**config.mk**
```make
export PLATFORM = sky130hd
export DESIGN_NAME = alu_arbiter
export DESIGN_NICKNAME = d
export VERILOG_FILES = /design/src/rtl/alu_arbiter.sv
export SDC_FILE = /design/constraint.sdc
export NUM_CORES = 1
export LEC_CHECK = 0
export BUFFER_PORTS_ARGS = -buffer_cell sky130_fd_sc_hd__buf_2
export CORE_AREA = 2 2 114 116
export DETAILED_ROUTE_END_ITERATION = 10
export DIE_AREA = 0 0 116 118
export PLACE_DENSITY = 0.75
export SYNTH_ARGS = -nofsm -noshare
export SYNTH_HDL_FRONTEND = slang
export SYNTH_SLANG_ARGS = --single-unit
```
**constraint.sdc**
```tcl
create_clock -name clk -period 2.9 [get_ports clk]
set_input_delay 0.29 -clock clk [delete_from_list [all_inputs] [get_ports clk]]
set_output_delay 0.29 -clock clk [all_outputs]
set_load 0.1 [all_outputs]
```
**src/rtl/alu_arbiter.sv**
```systemverilog
// Two-requester round-robin front end for a shared external ALU.
// Define ALU_ARB_OVF_TRAP_EN to enable the sticky overflow trap output.
module alu_arbiter (
  input  logic        clk,
  input  logic        rst,
  input  logic        req0,
  input  logic        req1,
  input  logic [31:0] a0,
  input  logic [31:0] b0,
  input  logic [31:0] a1,
  input  logic [31:0] b1,
  input  logic [2:0]  op0,
  input  logic [2:0]  op1,
  output logic        gnt0,
  output logic        gnt1,
  output logic [31:0] alu_a,
  output logic [31:0] alu_b,
  output logic [2:0]  alu_ctrl,
  input  logic [31:0] alu_result,
  input  logic        alu_zero,
  input  logic        alu_o,
  output logic        rsp_valid,
  output logic        rsp_id,
  output logic [31:0] rsp_result,
  output logic        rsp_zero,
  output logic        rsp_ovf,
  input  logic        rsp_ack,
  output logic        busy,
  output logic        ovf_trap
);

  typedef enum logic [1:0] {
    IDLE = 2'd0,
    EXEC = 2'd1,
    RESP = 2'd2
  } state_e;

  localparam logic [2:0] OP_ADD = 3'b100;
  localparam logic [2:0] OP_SUB = 3'b110;
  localparam logic [2:0] OP_X0  = 3'b010;
  localparam logic [2:0] OP_X1  = 3'b111;

  state_e      state_q, state_d;
  logic [31:0] a_q, a_d;
  logic [31:0] b_q, b_d;
  logic [2:0]  ctrl_q, ctrl_d;
  logic        win_q, win_d;
  logic        last_q, last_d;
  logic        vld_q, vld_d;
  logic        id_q, id_d;
  logic [31:0] res_q, res_d;
  logic        zero_q, zero_d;
  logic        ovf_q, ovf_d;

  logic        any_req;
  logic        pick1;
  logic        illegal;
  logic        ovf_en;
  logic        ovf_now;

  assign any_req = req0 | req1;
  // Requester 1 wins alone, or on contention when 0 was served last.
  assign pick1   = req1 & (~req0 | ~last_q);
  assign illegal = (ctrl_q == OP_X0) | (ctrl_q == OP_X1);
  assign ovf_en  = (ctrl_q == OP_ADD) | (ctrl_q == OP_SUB);
  assign ovf_now = ovf_en & alu_o;

  always_comb begin
    state_d = state_q;
    a_d     = a_q;
    b_d     = b_q;
    ctrl_d  = ctrl_q;
    win_d   = win_q;
    last_d  = last_q;
    vld_d   = vld_q;
    id_d    = id_q;
    res_d   = res_q;
    zero_d  = zero_q;
    ovf_d   = ovf_q;
    unique case (state_q)
      IDLE: begin
        if (any_req) begin
          win_d   = pick1;
          a_d     = pick1 ? a1 : a0;
          b_d     = pick1 ? b1 : b0;
          ctrl_d  = pick1 ? op1 : op0;
          state_d = EXEC;
        end
      end
      EXEC: begin
        vld_d   = 1'b1;
        id_d    = win_q;
        state_d = RESP;
        unique case (1'b1)
          illegal: begin
            res_d  = 32'd0;
            zero_d = 1'b1;
            ovf_d  = 1'b0;
          end
          default: begin
            res_d  = alu_result;
            zero_d = alu_zero;
            ovf_d  = ovf_now;
          end
        endcase
      end
      RESP: begin
        if (rsp_ack) begin
          vld_d   = 1'b0;
          last_d  = win_q;
          state_d = IDLE;
        end
      end
      default: state_d = IDLE;
    endcase
  end

  always_ff @(posedge clk or posedge rst) begin
    if (rst) begin
      state_q <= IDLE;
      a_q     <= '0;
      b_q     <= '0;
      ctrl_q  <= '0;
      win_q   <= 1'b0;
      last_q  <= 1'b1;
      vld_q   <= 1'b0;
      id_q    <= 1'b0;
      res_q   <= '0;
      zero_q  <= 1'b0;
      ovf_q   <= 1'b0;
    end else begin
      state_q <= state_d;
      a_q     <= a_d;
      b_q     <= b_d;
      ctrl_q  <= ctrl_d;
      win_q   <= win_d;
      last_q  <= last_d;
      vld_q   <= vld_d;
      id_q    <= id_d;
      res_q   <= res_d;
      zero_q  <= zero_d;
      ovf_q   <= ovf_d;
    end
  end

`ifdef ALU_ARB_OVF_TRAP_EN
  logic trap_q, trap_d;

  always_comb begin
    trap_d = trap_q;
    if (state_q == EXEC && !illegal && ovf_now) begin
      trap_d = 1'b1;
    end
  end

  always_ff @(posedge clk or posedge rst) begin
    if (rst) begin
      trap_q <= 1'b0;
    end else begin
      trap_q <= trap_d;
    end
  end

  assign ovf_trap = trap_q;
`else
  assign ovf_trap = 1'b0;
`endif

  assign gnt0       = (state_q == EXEC) & ~win_q;
  assign gnt1       = (state_q == EXEC) & win_q;
  assign busy       = (state_q != IDLE);
  assign alu_a      = a_q;
  assign alu_b      = b_q;
  assign alu_ctrl   = ctrl_q;
  assign rsp_valid  = vld_q;
  assign rsp_id     = id_q;
  assign rsp_result = res_q;
  assign rsp_zero   = zero_q;
  assign rsp_ovf    = ovf_q;

endmodule
```
### Word level (Yosys, flattened, before mapping)

Cells that the tools add are included.

| cells by class | value |
|---|---|
| equality and inequality tests | 8 |
| mux-type cells | 11 |
| bitwise logic cells | 11 |
| reductions and logical operators | 7 |

Operator list:

| cell | count |
|---|---|
| $mux W32 | 3 |
| $eq A3 B3 Y1 const B | 3 |
| $reduce_and A2 Y1 | 4 |
| $pmux W2 S3 | 1 |
| $and A1 B1 Y1 | 4 |
| $mux W2 | 2 |
| $ne A2 B2 Y1 const B | 2 |
| $or A1 B1 Y1 | 4 |
| $reduce_bool A2 Y1 | 2 |
| $eq A3 B2 Y1 const B | 1 |
| $mux W1 | 3 |
| $mux W3 | 1 |
| $not A1 Y1 | 3 |
| $eq A2 B1 Y1 const B | 1 |
| $eq A2 B2 Y1 const B | 1 |
| $logic_not A2 Y1 | 1 |
| $pmux W1 S2 | 1 |

| storage, ports and cells | value |
|---|---|
| flip-flop bits (word level) | 107 |
| word-level logic and storage cells | 48 |

### Depth between registers and ports, before layout

Gate-level depths: netlist of the first run.

| logic depth | value |
|---|---|
| word-level depth | 4 |
| gate-level depth with buffers | 6 |
| depth with buffers taken out | 3 |

### Worst setup path before layout of the first run

No wires, ideal clock.

| timing | value |
|---|---|
| path kind | reg-to-output |
| start | register state_q[1] |
| end | output port gnt0 |
| data arrival time | 2.193 ns |
| data required time | 2.610 ns |
| setup slack | 0.417 ns |
| cell stages (with the launch flop) | 5 |
| buffers on the path | 2 |
| cells stage by stage | dfrtp_1 -> nand2b_1 -> buf_2 -> buf_2 -> nor2_1 |

| on the way | value |
|---|---|
| word-level cells in the longest chain between the ends | 2 |

Ends and longest elaborated chain:

| element | line | source |
|---|---|---|
| from (decl) | 43 | `state_e state_q, state_d;` |
| from (signal assigned) | 132 | `state_q <= state_d;` |
| $eq A2 B1 Y1 | 169 | `assign gnt0 = (state_q == EXEC) & ~win_q;` |
| $and A1 B1 Y1 | 169 |  |
| to (decl) | 14 | `output logic gnt0,` |

No other way between the ends.

### Worst setup path in the final report of the first run

| timing | value |
|---|---|
| start | register state_q[1] |
| end | output port gnt1 |

| on the way | value |
|---|---|
| word-level cells in the longest chain between the ends | 2 |

Ends and longest elaborated chain:

| element | line | source |
|---|---|---|
| $eq A2 B1 Y1 | 170 | `assign gnt1 = (state_q == EXEC) & win_q;` |
| $and A1 B1 Y1 | 170 |  |
| to (decl) | 15 | `output logic gnt1,` |

No other way between the ends.

==> flow_metrics.tcl, run 1 <==
set metrics [dict create \
    status "finished, final reports clean" \
    setup_viol 0 \
    grt_max_degree 57 \
    grt_overflow 0 \
    min_path_type "in -> async" \
    stdcell_area_um2 6790 \
    critPathLaunchType "register" \
    maxSlewViolCount 0 \
    required_ps 2610 \
    grt_pass1_vias 3850 \
    yosysSeqAreaShare_pct 54.4 \
    utilization_pct 54.7 \
    r2r_slack_ps 860 \
    ys_ff_latch 107 \
    fmax_mhz 453 \
    yosys_warnings 0 \
    cts_sinks 107 \
    tightestPinTransition_ps 768 \
    cts_tree "done" \
    fin_nets 773 \
    cts_resized 0 \
    drt_iter0_markers 126 \
    r2r-start "state_q[1]$_DFFE_PP0P_" \
    portBuffers 278 \
    synth.net_count 499 \
    synth_ff_type "dfrtp_1" \
    crit_end "gnt1" \
    antenna_found_initial 0 \
    grt_pass1_wl_um 18600 \
    rsz0062_at_grt "no" \
    syn_to_final_growth_pct 37.7 \
    ys_async_sr_fraction_pct 100 \
    syn_avg_cell_area_um2 15.1 \
    h-tree-depth 3 \
    cts_max_path_buffers 2 \
    drtAntennaViolNets 0 \
    worstPathMaxFanout 14 \
    holdBufCountCts 0 \
    slew_headroom_pct 48.7 \
    diodes 0 \
    synth_edf_count 0 \
    ys_types 24 \
    min_period_ps 2210 \
    die_y_um 118 \
    die_area_um2 13700 \
    max_cap_violations 0 \
    gp_congestion 0.760 \
    drt-wirelength-per-cell_um 15.5 \
    cp_data_arrival_time_ps 1920 \
    final.setup_skew_ps 7.04 \
    drc 0 \
    wirelength_um 12000 \
    fin_cells 777 \
    clk_latency_ps 340 \
    firstDrtPassIters 4 \
    core_area_um2 12400 \
    die_w_um 116 \
    synthCells 326 \
    initial_utilization_pct 39.7 \
    rr_worst_depth 4 \
    grt.total_usage_pct 17.2 \
    place_area_um2 6480 \
    critPathLaunch "state_q[1]$_DFFE_PP0P_" \
    dpl.cell_count 761 \
    vias_per_cell 4.79 \
    rows 41 \
    timing.rr.end "alu_a[10]$_DFFE_PP0P_" \
    cts_setup_buffers 0 \
    hold_viol 0 \
    io_pins 280 \
    endpoint_kind "output pin" \
    synth_area_um2 4930 \
    setup_tns_ps 0 \
    cts_root_buffer "clkbuf_16" \
    clk_pin_slew_ps 70 \
    drive_gt1_share_pct 72.9 \
    cts_buffers 9 \
    via_count 3722 \
    critical_path_class "reg -> out" \
    hpwl_um 9050 \
    fin_crit_sh_pct 76.1 \
]
[synth_stat cells, types with 3 or more instances]
cell type    n  area (µm²)
nand2_1      5        18.8
nor2_1       3        11.3
mux2_4      38         571
a22o_1      32         280
buf_2       13        65.1
buf_6        6        67.6
dfrtp_1    106        2650
inv_1        6        22.5
o21ai_0      3        15.0
mux2_2      96        1080
[critical path, stage by stage (launching register included)]
cell      delay, ps
dfrtp_1         430
nand2b_1        400
nor2_1          280
buf_2           480
[placed cells by master, fill, tap and decap left out]
master	n
clkinv_2	2
a21o_1	1
clkbuf_16	9
a21boi_4	1
clkinv_4	2
o31ai_1	1
inv_1	5
a22oi_1	1
conb_1	1
buf_2	278
nand3b_1	1
a21oi_1	2
bufinv_16	1
mux2_4	38
clkbuf_8	1
dfstp_2	1
a22o_1	32
nand2_1	5
dfrtp_1	106
nor2_1	3
o21a_4	1
nand2b_1	2
o21ai_0	3
xnor2_1	1
buf_4	6
clkinvlp_4	2
mux2_2	96
buf_12	2
a21oi_2	1
[area by class of cell]
class / instances / area (µm²)
fill: 1063 / 5630
sequential: 107 / 2680
multi-input combinational: 190 / 2080
timing repair buffer: 286 / 1480
clock buffer: 10 / 239
tap: 172 / 215
clock inverter: 6 / 65.1
inverter: 6 / 26.3
[per-stage QoR]
step	hold WS [ps]	setup slack [ps]
2_1_floorplan	397	417
3_3_place_gp	449	922
3_5_place_dp	464	869
4_1_cts	91.5	636
5_1_grt	129	542
6_report	75.9	693
[sequential cells by signal, summed over array words and instances (netlist names)]
| name | count |
|---|---|
| rsp_valid | 1 |
| win_q | 1 |
| last_q | 1 |
| alu_ctrl | 3 |
| rsp_ovf | 1 |
| alu_b | 32 |
| alu_a | 32 |
| state_q | 2 |
| rsp_result | 32 |
| rsp_zero | 1 |
| rsp_id | 1 |
[per-layer routing]
layer	up-vias	global-route usage (%)	share of wire (%)
met2	165	30.8	51
met5	-	0	0
met1	1812	19.8	40
met3	15	4.53	7.6
met4	0	4.91	1.5
li1	1730	-	-
[cell families after synthesis]
group,Yosys count,synth area share [%]
flip-flops,107,54.4
XOR/XNOR,1,0.178
multiplexers,134,33.5
other,1,0.0761
AND/OR/NAND/NOR,11,1.02
buffers and inverters,29,3.61
AO/OA/AOI/OAI,43,7.21
[worst min path at each step]
stage	startpoint	to	slack [ps]	cells after the start
final	rst	alu_b[10]$_DFFE_PP0P_	80	2
after global routing	rst	alu_b[10]$_DFFE_PP0P_	130	2
after CTS	rst	alu_b[10]$_DFFE_PP0P_	90	2
after detailed placement	rst	alu_b[10]$_DFFE_PP0P_	460	2
after global placement	rst	alu_b[6]$_DFFE_PP0P_	450	2
after floorplan	rsp_ack	state_q[1]$_DFFE_PP0P_	400	1
Power of run 1 is not shown: default switching activity piles up to over one toggle a cycle in this logic, so the estimate is an artifact.
==> run 2, diff against run 1 <==
ABC_AREA = 1   (was not set)
PLACE_DENSITY = 0.78   (was 0.75)
clock period = 2.2 ns   (was 2.9 ns; I/O delays follow)
==> flow_metrics.tcl, run 2 <==
set metrics [dict create \
    status "finished, final reports clean" \
    ys_types 17 \
    via_count 5686 \
    cts_max_path_buffers 2 \
    grt_pass1_vias 5439 \
    cts_root_buffer "clkbuf_16" \
    ys_top_cells_by_count "nand2_1, inv_1, nand3_1" \
    yosysSeqAreaShare_pct 47.8 \
    initial_utilization_pct 45.2 \
    setup_viol 0 \
    io_pins 280 \
    yosysMostFrequentCell "nand2_1" \
    antenna_found_initial 1 \
    fmax_mhz 524 \
    grt.total_usage_pct 23.3 \
    synth_top_cell_by_area "dfrtp_1" \
    endpoint_kind "output pin" \
    cts_resized 0 \
    fin_nets 1250 \
    drtAntennaViolNets 0 \
    die_y_um 118 \
    synth.net_count 994 \
    max_cap_violations 0 \
    cp.buffers_inverters 2 \
    tightestPinTransition_ps 576 \
    setup_tns_ps 0 \
    core_area_um2 12400 \
    cp_top_family "buffers and inverters" \
    drc 0 \
    drt_iter0_markers 351 \
    portBuffers 278 \
    firstDrtPassIters 4 \
    fin_crit_sh_pct 86.8 \
    critical_path_class "reg -> out" \
    layout_commonest_cell "nand2_1" \
    worstPathCellList "inv_1 > nand2_2 > nor2_2 > buf_2" \
    worstPathMaxFanout 18 \
    synth_area_um2 5610 \
    synth_top_cell_area_share_pct 47.3 \
    yosys_warnings 0 \
    drt-wirelength-per-cell_um 12.5 \
    cp_slowest_cell "buf_2" \
    critPathLaunchType "register" \
    vias_per_cell 4.53 \
    grt_overflow 0 \
    min_period_ps 1910 \
    grt_pass1_wl_um 25500 \
    syn_to_final_growth_pct 33.1 \
    die_w_um 116 \
    gp_congestion 0.848 \
    hold_viol 0 \
    slew_headroom_pct 61.6 \
    h-tree-depth 3 \
    ys_ff_latch 107 \
    grt_max_degree 108 \
    maxSlewViolCount 0 \
    final.setup_skew_ps 5.64 \
    syn_avg_cell_area_um2 6.83 \
    holdBufCountCts 0 \
    cts_tree "done" \
    drive_gt1_share_pct 29.0 \
    synth_edf_count 0 \
    layout_common_cells "nand2_1, buf_2, inv_1" \
    min_path_type "in -> async" \
    cp_data_arrival_time_ps 1690 \
    clk_latency_ps 340 \
    cts_sinks 107 \
    synth_ff_type "dfrtp_1" \
    slowest_delay_ps 450 \
    hpwl_um 11300 \
    synth_area_leaders "dfrtp_1, nand2_1, nand3_1" \
    ys_async_sr_fraction_pct 100 \
    clk_pin_slew_ps 70 \
    cts_buffers 9 \
    rsz0062_at_grt "no" \
    die_area_um2 13700 \
    wirelength_um 15700 \
    rows 41 \
    synthCells 821 \
    cts_setup_buffers 0 \
    required_ps 1980 \
]
## run 2: area by class of cell
cell class | count | area [µm²]
flip-flops and latches | 107 | 2680
inverters | 174 | 657
diodes | 1 | 2.50
well taps | 172 | 215
multi-input cells | 493 | 2060
fillers | 1209 | 4950
clock buffers | 12 | 236
repair buffers | 292 | 1530
clock inverters | 4 | 75.1
## run 2: kinds of logic after synthesis
logic type / Yosys count / synth area share, %
AO/OA/AOI/OAI: 6 / 0.603
buffers and inverters: 221 / 15.9
other: 1 / 0.0669
flip-flops: 107 / 47.8
AND/OR/NAND/NOR: 486 / 35.7
## run 2: per-layer routing
| metal | global-route usage [%] | routed length, µm | vias up |
|---|---|---|---|
| met5 | 0 | 0 | - |
| met4 | 8.78 | 394 | 0 |
| met2 | 39.1 | 7440 | 227 |
| li1 | - | - | 2920 |
| met1 | 29.2 | 6510 | 2513 |
| met3 | 5.30 | 1320 | 26 |
## run 2: tightest hold or removal path: stages
cell	delay [ps]
buf_2	110
clkinvlp_4	70
buf_12	410
## run 2: worst paths after layout
check / startpoint / to / slack [ps] / cells past startpoint
worst max-delay path: state_q[1]$_DFFE_PP0P_ / gnt0 / 290 / 4
worst min-delay path: rst / rsp_id$_DFFE_PP0P_ / 30 / 3
worst max register to register: state_q[0]$_DFFE_PP0P_ / alu_a[5]$_DFFE_PP0P_ / 650 / 6
worst min register to register: rsp_result[10]$_DFFE_PP0P_ / rsp_result[10]$_DFFE_PP0P_ / 480 / 2
max in group asynchronous: rst / alu_a[24]$_DFFE_PP0P_ / 1730 / 3
min in group clk: rsp_ack / state_q[1]$_DFFE_PP0P_ / 100 / 2
## run 2: per-stage QoR
stage / std cells / instance area [µm²] / util [%] / setup WS (ps) / hold slack [ps]
after floorplan: 821 / 5620 / - / 333 / 327
after global placement: 1238 / 7150 / 57.6 / 674 / 433
after detailed placement: 1238 / 7150 / 57.6 / 648 / 434
after CTS: 1254 / 7460 / 60.1 / 279 / 65.7
after global routing: 1255 / 7460 / 60.1 / 181 / 75.0
final: 1255 / 7460 / 60.1 / 291 / 31.6
Power of run 2 is left out for the same reason.
==> run 3, diff against run 2 <==
RECOVER_POWER = 100   (was not set)
==> flow_metrics.tcl, run 3 (synthesis gave the netlist of run 2 again) <==
set metrics [dict create \
    setup_tns_ps 0 \
    io_pins 280 \
    cts_resized 0 \
    rsz0062_at_grt "no" \
    layout_commonest_cell "nand2_1" \
    wirelength_um 15700 \
    slew_headroom_pct 3.18 \
    drive_gt1_share_pct 19.0 \
    drtAntennaViolNets 0 \
    grt_pass1_wl_um 25500 \
    firstDrtPassIters 5 \
    hold_viol 0 \
    grt_pass1_vias 5439 \
    fill_cells 1269 \
    cp.buffers_inverters 2 \
    grt_overflow 0 \
    fin_crit_sh_pct 88.6 \
    cp_slowest_cell "clkbuf_2" \
    hpwl_um 11300 \
    required_ps 1980 \
    cts_max_path_buffers 2 \
    grt.total_usage_pct 23.3 \
    max_cap_violations 0 \
    tightestPinTransition_ps 1450 \
    syn_to_final_growth_pct 30.0 \
    cts_setup_buffers 0 \
    critPathLaunchType "register" \
    rows 41 \
    core_area_um2 12400 \
    die_w_um 116 \
    maxSlewViolCount 0 \
    gp_congestion 0.848 \
    drt-wirelength-per-cell_um 12.5 \
    clk_latency_ps 340 \
    holdBufCountCts 0 \
    cp_top_family "buffers and inverters" \
    setup_viol 0 \
    grt_max_degree 108 \
    multi_input_area_um2 2040 \
    initial_utilization_pct 45.2 \
    endpoint_kind "output pin" \
    min_path_type "in -> reg" \
    drt_iter0_markers 354 \
    vias_per_cell 4.52 \
    seq_area_um2 2680 \
    fin_nets 1250 \
    antenna_found_initial 1 \
    cts_buffers 9 \
    final.setup_skew_ps 6.18 \
    slowest_delay_ps 480 \
    cts_root_buffer "clkbuf_16" \
    critical_path_class "reg -> out" \
    fmax_mhz 513 \
    die_y_um 118 \
    cts_tree "done" \
    die_area_um2 13700 \
    cp_data_arrival_time_ps 1730 \
    clk_pin_slew_ps 70 \
    min_period_ps 1950 \
    status "finished, final reports clean" \
    layout_common_cells "nand2_1, inv_1, buf_2" \
    worstPathCellList "inv_1 > nand2_2 > nor2_2 > clkbuf_2" \
    via_count 5677 \
    h-tree-depth 3 \
    portBuffers 278 \
    cts_sinks 107 \
    worstPathMaxFanout 18 \
    drc 0 \
]
-- run 3: final timing paths --
check | from | to | slack (ps) | depth (start not counted)
worst max-delay path | state_q[1]$_DFFE_PP0P_ | gnt0 | 250 | 4
worst min-delay path | rsp_ack | state_q[1]$_DFFE_PP0P_ | 100 | 2
worst max register to register | state_q[0]$_DFFE_PP0P_ | alu_a[5]$_DFFE_PP0P_ | 390 | 6
worst min register to register | rsp_result[21]$_DFFE_PP0P_ | rsp_result[21]$_DFFE_PP0P_ | 480 | 2
max in group asynchronous | rst | alu_a[24]$_DFFE_PP0P_ | 890 | 3
min in group asynchronous | rst | rsp_id$_DFFE_PP0P_ | 410 | 3
-- run 3: worst register-to-register path: cells and delay by family (launching register included) --
kind / cells / cell delay, ps
DFF: 1 / 410
and+or+nand+nor: 4 / 900
buffers and inverters: 2 / 440
-- run 3: cell type report --
type	count	share of cell area [%]
timing repair buffer	292	18.9
multi-input combinational	493	28.0
clock buffer	12	3.24
tap	172	2.95
inverter	174	9.01
sequential	107	36.8
antenna	1	0.0343
clock inverter	4	1.03
-- run 3: per-stage QoR --
step	worst slack (ps)	area, µm²	hold slack, ps	std cells	util [%]
after floorplan	333	5620	327	821	-
after global placement	674	7150	433	1238	57.6
after detailed placement	648	7150	434	1238	57.6
after CTS	279	7460	65.7	1254	60.1
after global routing	145	7290	102	1255	58.7
final	250	7290	97.7	1255	58.7
-- run 3: layer usage --
| metal | routed length (µm) | vias up | track usage (%) |
|---|---|---|---|
| met5 | 0 | - | 0 |
| met4 | 388 | 0 | 8.78 |
| met3 | 1350 | 26 | 5.30 |
| met2 | 7410 | 240 | 39.1 |
| met1 | 6560 | 2490 | 29.2 |
| li1 | - | 2921 | - |
Power of run 3 is left out for the same reason.
